### config.mk
export PLATFORM = sky130hd
export DESIGN_NAME = opo_lockin_accumulator
export DESIGN_NICKNAME = d
export VERILOG_FILES = /design/src/rtl/opo_package.sv /design/src/rtl/opo_lockin_accumulator_saturate.sv /design/src/rtl/opo_lockin_accumulator.sv
export SDC_FILE = /design/constraint.sdc
export NUM_CORES = 1
export LEC_CHECK = 0
export CORE_MARGIN = 4
export CORE_UTILIZATION = 50
export DETAILED_ROUTE_END_ITERATION = 16
export PLACE_DENSITY = 0.7
export RECOVER_POWER = 50
export SYNTH_ARGS = -nofsm -noshare
export SYNTH_HDL_FRONTEND = slang
export SYNTH_SLANG_ARGS = --single-unit
### constraint.sdc
create_clock -name clk -period 5.6 [get_ports clk]
set_clock_uncertainty 0.1 [all_clocks]
set_input_delay 1.4 -clock clk [delete_from_list [all_inputs] [get_ports clk]]
set_output_delay 1.4 -clock clk [all_outputs]
set_load 0.05 [all_outputs]
### src/rtl/opo_package.sv
// Shared types and constants for the OPO locking chain.
package opo_package;

  localparam int word_width     = 16;
  localparam int LOCKIN_SHIFT_W = 5;

  typedef enum logic {
    IDLE,
    ACCUM
  } lockin_state_t;

endpackage

### src/rtl/opo_lockin_accumulator_saturate.sv
// Arithmetic right shift followed by a signed narrowing to OUT_W bits.
// With OPO_LOCKIN_SAT_EN defined the narrowing clamps; otherwise it wraps.
module lockin_saturate
  import opo_package::*;
#(
  parameter int IN_W  = 33,
  parameter int OUT_W = 16
) (
  input  logic signed [IN_W-1:0]           din,
  input  logic        [LOCKIN_SHIFT_W-1:0] shift,
  output logic signed [OUT_W-1:0]          dout,
  output logic                             clamped
);

  logic signed [IN_W-1:0] shifted;

  assign shifted = din >>> shift;

`ifdef OPO_LOCKIN_SAT_EN
  localparam logic signed [IN_W-1:0] MAX_V = {{(IN_W-OUT_W+1){1'b0}}, {(OUT_W-1){1'b1}}};
  localparam logic signed [IN_W-1:0] MIN_V = {{(IN_W-OUT_W+1){1'b1}}, {(OUT_W-1){1'b0}}};

  always_comb begin
    dout    = shifted[OUT_W-1:0];
    clamped = 1'b0;
    if (shifted > MAX_V) begin
      dout    = MAX_V[OUT_W-1:0];
      clamped = 1'b1;
    end else if (shifted < MIN_V) begin
      dout    = MIN_V[OUT_W-1:0];
      clamped = 1'b1;
    end
  end
`else
  logic [IN_W-OUT_W-1:0] unused_hi;

  assign dout      = shifted[OUT_W-1:0];
  assign clamped   = 1'b0;
  assign unused_hi = shifted[IN_W-1:OUT_W];
`endif

endmodule

### src/rtl/opo_lockin_accumulator.sv
// Dither lock-in integrator: +/-1 demodulation and windowed integration.
// Saturation and the sticky overflow flag are enabled by OPO_LOCKIN_SAT_EN.
module opo_lockin_accumulator
  import opo_package::*;
#(
  parameter int ACC_WIDTH = 32,
  parameter int LEN_WIDTH = 16
) (
  input  logic                             clk,
  input  logic                             rst,
  input  logic                             enable,
  input  logic        [LEN_WIDTH-1:0]      period_len,
  input  logic        [LOCKIN_SHIFT_W-1:0] out_shift,
  input  logic                             ref_phase,
  input  logic signed [word_width-1:0]     sample_in,
  input  logic                             sample_in_valid,
  output logic signed [word_width-1:0]     err_out,
  output logic                             err_out_valid,
  output logic                             acc_overflow,
  input  logic                             clear_overflow
);

  lockin_state_t                 state, state_next;
  logic signed [ACC_WIDTH-1:0]   acc, acc_next;
  logic        [LEN_WIDTH-1:0]   cnt, cnt_next;
  logic        [LEN_WIDTH-1:0]   len_q, len_next;
  logic        [LEN_WIDTH-1:0]   len_eff;
  logic signed [word_width-1:0]  err_next;
  logic                          valid_next;
  logic                          ovf_set;
  logic                          window_last;

  logic signed [ACC_WIDTH:0]     ext, term, sum;
  logic signed [ACC_WIDTH-1:0]   acc_sat;
  logic signed [word_width-1:0]  word_sat;
  logic                          acc_clamp, word_clamp;

  // Extending before negating keeps -(most negative sample) exact.
  assign ext  = {{(ACC_WIDTH+1-word_width){sample_in[word_width-1]}}, sample_in};
  assign term = ref_phase ? ext : -ext;
  assign sum  = {acc[ACC_WIDTH-1], acc} + term;

  assign len_eff     = (period_len == '0) ? LEN_WIDTH'(1) : period_len;
  assign window_last = (cnt == len_q - 1'b1);

  lockin_saturate #(
    .IN_W  (ACC_WIDTH + 1),
    .OUT_W (ACC_WIDTH)
  ) u_sat_acc (
    .din     (sum),
    .shift   ({LOCKIN_SHIFT_W{1'b0}}),
    .dout    (acc_sat),
    .clamped (acc_clamp)
  );

  lockin_saturate #(
    .IN_W  (ACC_WIDTH + 1),
    .OUT_W (word_width)
  ) u_sat_word (
    .din     (sum),
    .shift   (out_shift),
    .dout    (word_sat),
    .clamped (word_clamp)
  );

  always_ff @(posedge clk or negedge rst) begin
    if (!rst) begin
      state         <= IDLE;
      acc           <= '0;
      cnt           <= '0;
      len_q         <= LEN_WIDTH'(1);
      err_out       <= '0;
      err_out_valid <= 1'b0;
    end else begin
      state         <= state_next;
      acc           <= acc_next;
      cnt           <= cnt_next;
      len_q         <= len_next;
      err_out       <= err_next;
      err_out_valid <= valid_next;
    end
  end

  always_comb begin
    state_next = state;
    acc_next   = acc;
    cnt_next   = cnt;
    len_next   = len_q;
    err_next   = err_out;
    valid_next = 1'b0;
    ovf_set    = 1'b0;
    case (state)
      IDLE: begin
        acc_next = '0;
        cnt_next = '0;
        if (enable) begin
          len_next   = len_eff;
          state_next = ACCUM;
        end
      end
      ACCUM: begin
        // Dropping enable abandons the partial window without a result.
        if (!enable) begin
          state_next = IDLE;
          acc_next   = '0;
          cnt_next   = '0;
        end else if (sample_in_valid) begin
          if (window_last) begin
            err_next   = word_sat;
            valid_next = 1'b1;
            ovf_set    = word_clamp;
            acc_next   = '0;
            cnt_next   = '0;
            len_next   = len_eff;
          end else begin
            acc_next = acc_sat;
            ovf_set  = acc_clamp;
            cnt_next = cnt + 1'b1;
          end
        end
      end
      default: state_next = IDLE;
    endcase
  end

`ifdef OPO_LOCKIN_SAT_EN
  always_ff @(posedge clk or negedge rst) begin
    if (!rst) begin
      acc_overflow <= 1'b0;
    end else if (ovf_set) begin
      acc_overflow <= 1'b1;
    end else if (clear_overflow) begin
      acc_overflow <= 1'b0;
    end
  end
`else
  logic [1:0] unused_ovf;

  assign acc_overflow = 1'b0;
  assign unused_ovf   = {clear_overflow, ovf_set};
`endif

endmodule

# Word level (Yosys, flattened, before mapping)
# Cells that the tools add are included.
[classes] n_addsub=4 eq_ne=6 shift=1 mux=20 bitwise_logic=1 reduce_logical=3
[ops] op="two-way mux 16 bit" n=8
[ops] op="two-way mux 32 bit" n=3
[ops] op="one-hot mux 16 bit (2 select lines)" n=2
[ops] op="one-hot mux 32 bit (2 select lines)" n=1
[ops] op="adder 33 bit" n=1
[ops] op="two-way mux 33 bit" n=1
[ops] op="negator 16 -> 33 bit" n=1
[ops] op=">>> shifter 33 x 5 -> 16 bit" n=1
[ops] op="adder 16 x 1 -> 16 bit (second input constant)" n=1
[ops] op="equality test 16 bit" n=1
[ops] op="logical NOT 16 bit" n=1
[ops] op="subtractor 16 x 1 -> 16 bit (second input constant)" n=1
[ops] op="AND reduction 4 bit" n=2
[ops] op="inequality test 2 bit (second input constant)" n=3
[ops] op="two-way mux 1 bit" n=5
[ops] op="inequality test 3 bit (second input constant)" n=1
[ops] op="inequality test 2 x 1 -> 1 bit (second input constant)" n=1
[ops] op="inverter 1 bit" n=1
[totals] reg_bits=82 elab_cells=41

# Longest topological paths before layout
[depth] depth_word=7 ltp_mapped=21 depth_no_buf=19

# Hierarchy
# Synthesis repeated with hierarchy kept, for this count alone.
[unflattened] hier_cells=1096 area_unflattened_um2=10209.8
[modules_own_cells] module="opo_lockin_accumulator" n_inst=1 cells_per_inst=635 area_each_um2=5957.0
[modules_own_cells] module="lockin_saturate (u_sat_acc)" n_inst=1 cells_per_inst=244 area_each_um2=2324.7
[modules_own_cells] module="lockin_saturate (u_sat_word)" n_inst=1 cells_per_inst=217 area_each_um2=1928.1

# Worst setup path before layout
# OpenSTA, ideal clock, no wires.
[synth_timing] path_type="input to register" from="input sample_in[6]" to="register err_out[0]" setup_time_ns=0.095 arrival_ns=5.521 path_slack_ns=-0.116 stages=19 path_buffers=1 path_cell_list="nor3_1 -> nand2_1 -> nor4_1 -> nand2_1 -> or4_1 -> nand3_1 -> nand2_1 -> ha_1 -> clkbuf_1 -> nor3_1 -> o31ai_1 -> o31ai_1 -> o31ai_1 -> a311oi_1 -> xnor2_1 -> o22ai_1 -> a211oi_1 -> a2111oi_0 -> o31ai_1"
[synth_between] elab_chain_len=4
[synth_rtl] element="from (decl)" line="opo_lockin_accumulator.sv:15" source="input logic signed [word_width-1:0] sample_in,"
[synth_rtl] element="negator 16 -> 33 bit" line="opo_lockin_accumulator.sv:40" source="assign term = ref_phase ? ext : -ext;"
[synth_rtl] element="two-way mux 33 bit (*)" line="opo_lockin_accumulator.sv:40"
[synth_rtl] element="adder 33 bit (*)" line="opo_lockin_accumulator.sv:41" source="assign sum = {acc[ACC_WIDTH-1], acc} + term;"
[synth_rtl] element=">>> shifter 33 x 5 -> 16 bit (*)" line="opo_lockin_accumulator_saturate.sv:17" source="assign shifted = din >>> shift;"
[synth_rtl] element="to (signal assigned)" line="opo_lockin_accumulator.sv:79" source="err_out <= err_next;"
[synth_rtl] element="to (decl)" line="opo_lockin_accumulator.sv:17" source="output logic signed [word_width-1:0] err_out,"
# Mark *: on every way between the ends. The rest lies on a longest branch, timed or not.
# A chain may end at the register's enable or synchronous reset.

# Worst setup path after layout
[layout_timing] from="input sample_in[11]" to="register err_out[11]"
# Same word-level chain as after synthesis.

==> metrics.txt <==
sequential share of the synthesized area 24.0%; sw power 0.969 mW; vias post-DR 10031; post-synth cell types 86; initial antenna violation count 0; reg-to-reg setup timing slack 1590 ps; Core Area 16700 um2; CP endpoint kind register; Die Area 19300 um2; Die Y 139 um; largest net degree at the start of global routing 50; Layout Cells excl Fill 1581; clk buf depth 2; status finished with violations; worst reg2reg endpoint err_out[12]; Worst R2R Path Depth 12; Layout Nets 1437; P&R area growth vs syn 43.6%; Gate power share 47.9%; DP Wirelength 22500 um; ys async rst share 100%; Post-synth EDFFs 0; Final Wtd Congestion 0.975; Worst EP arrival 5810 ps; final hold vios 0; WHS Path Cells 2; # rows 47; antenna fix cells 0; Seq pwr share 26.3%; fmax 178 MHz; Syn Nets 1166; num ports 61; clock-pin slew on the worst setup and hold paths 70 ps; critical path class in -> reg; Avg Synthesized Cell Area 7.88 um2; first-pass GRT wire length 48500 um; clk_lat worst skew 370 ps; routed vias/inst 6.34; Initial Utilization 51.2%; number of antenna-violating nets in the routed design 0; endpoints failing setup 1; root buffer cell clkbuf_16; final core occ 73.5%; crit-path cells clkdlybuf4s50_1 > nor4_4 > nand2_1 > or4_4 > ha_4 > a21oi_4 > ha_4 > a21oi_4 > o21ai_2 > a221oi_2 > buf_4 > a31oi_1 > o21ai_0 > o31a_1 > o221ai_2 > mux4_2 > nand2b_1 > nand3_1; crit path from sample_in[11]; Slew Limit Fails 35; placed cell count 1544; hold worst-path end err_out[11]; Initial DRC Count 1007; Int Power 1.55 mW; Final WS setup -2.62 ps; DP Worst Slack -779 ps; Gate Count Post-Synth 1085; Largest stage delay, worst path 520 ps; most frequent cells after synthesis nand2_1, nor2_1, dfrtp_1, o21ai_0, a21oi_1; vias in the first global route 9425; ranking of synthesized cells by area dfrtp_1, nand2_1, ha_1; Synth Cell Area 8550 um2; Peak supply drop 0.000247 V; cell taking the most area after synthesis dfrtp_1; htree depth 3; Yosys warnings 0; Slew @ Worst Pin 1970 ps; clock buffer count from CTS 9; Hold Crit Start err_out[11]; top-area cell type share of the netlist area 23.7%; Max-Cap Viols 1; GRT overflow 0; PnR Total Power 2.52 mW; power per cell area 205 nW/um2; highest-delay cell along the critical path or4_4; Critical Path RT 5800 ps; drt pass-1 iters 7; Total GRT Usage 30.5%; startpoint types primary input; Hold Path Class reg -> reg; ys flop type dfrtp_1; register bit total from synthesis 82; failing checks capacitance limit, slew limit, setup timing; cell with the most instances after synthesis nand2_1; fin crit period 5600 ps; WL final 32100 um; setup_tns -2.62 ps; Slew headroom -31.5%; TritonCTS Sinks 82; Die Wd 139 um; Clock power frac 25.8%; layout cell share with drive strength beyond 1 33.5%; Lkg Pwr 5.42 nW; DRC Markers 0; CTS tree done; port bufs 58; Net Sw Frac 38.5%; period utilisation layout 100%; critical path peak fanout 5; DR WL/cell 20.3 um; Worst R2R Start len_q[1]
-- critical path, delay by kind of cell --
family	cells	cell delay [ps]
AOI/OAI and AO/OA	8	1620
and+or+nand+nor	5	1130
buffers and inverters	2	640
adders and majority gates	2	510
muxes	1	480
-- cells in the final DEF (no fill, tap or decap), types with 11 or more instances in the layout --
master and instances:
nand3_1 26, nor3_1 23, a22o_1 19, o21ai_0 64, o21ai_1 13, a31oi_1 14
a211oi_1 13, ha_1 25, mux2_2 14, mux4_2 12, xor2_1 29, o211ai_1 12
buf_4 266, nand4_1 15, dfrtp_1 81, nand2_1 125, nor2_1 100, xnor2_1 26
mux2i_1 16, a21oi_1 54, and3_1 13, inv_1 26, a21o_1 11, clkdlybuf4s50_1 41
-- power groups by stage --
stage               logic, mW  registers (mW)  clock network (mW)
global placement         1.01           0.668                   0
CTS                      1.09           0.660               0.647
floorplan               0.556           0.658                   0
detailed placement       1.03           0.669                   0
finish                   1.21           0.662               0.648
global route             1.28           0.666               0.678
-- state kept, by name, indices dropped and copies added (netlist names) --
register and flops:
err_out_valid 1, len_q 16, err_out 16, acc 32
cnt 16, state 1
-- stage by stage --
| stage | cell area, um2 | hold slack [ps] |
|---|---|---|
| final | 12300 | 382 |
| after detailed placement | 11000 | 376 |
| after floorplan | 8570 | 356 |
| after global routing | 12300 | 419 |
| after global placement | 11000 | 366 |
| after CTS | 11700 | 391 |
-- area by class of cell --
class / count / area (um2)
inverters: 29 / 109
well taps: 220 / 275
fillers: 1259 / 4420
clock buffers: 10 / 229
flip-flops and latches: 82 / 2050
repair buffers: 330 / 2650
clock inverters: 6 / 72.6
multi-input cells: 904 / 6890
-- how the worst max path moves through the flow --
| stage | end | slack (ps) | depth (start not counted) |
|---|---|---|---|
| 4_1_cts | err_out[2] | 20 | 21 |
| 5_1_grt | err_out[12] | -230 | 22 |
| 3_5_place_dp | err_out[12] | -780 | 21 |
| 2_1_floorplan | err_out[0] | -40 | 19 |
| 6_report | err_out[11] | -3 | 18 |
| 3_3_place_gp | err_out[0] | -830 | 21 |
-- cell families after synthesis --
logic type / after synthesis / share of synthesized area, %
mux: 53 / 8.63
buf+inv: 99 / 4.84
simple gates: 400 / 22.6
flops: 82 / 24.0
compound gates: 351 / 28.0
fa+ha+maj: 38 / 5.65
other cells: 1 / 0.0438
xor+xnor: 61 / 6.25
-- routing by layer --
| metal | GRT usage (%) | vias to the layer above | routed length (um) |
|---|---|---|---|
| met5 | 0 | - | 0 |
| li1 | - | 4626 | - |
| met2 | 49.5 | 473 | 15200 |
| met1 | 41.2 | 4836 | 13500 |
| met3 | 6.21 | 96 | 2320 |
| met4 | 9.53 | 0 | 1120 |
-- timing repair --
item                       CTS  global route
gates resized for setup     72           107
setup endpoints to repair   16            16
buffers inserted            10            11
hold buffers                 0             0
pin swaps                   31            51
(Power assumes the default switching activity.)
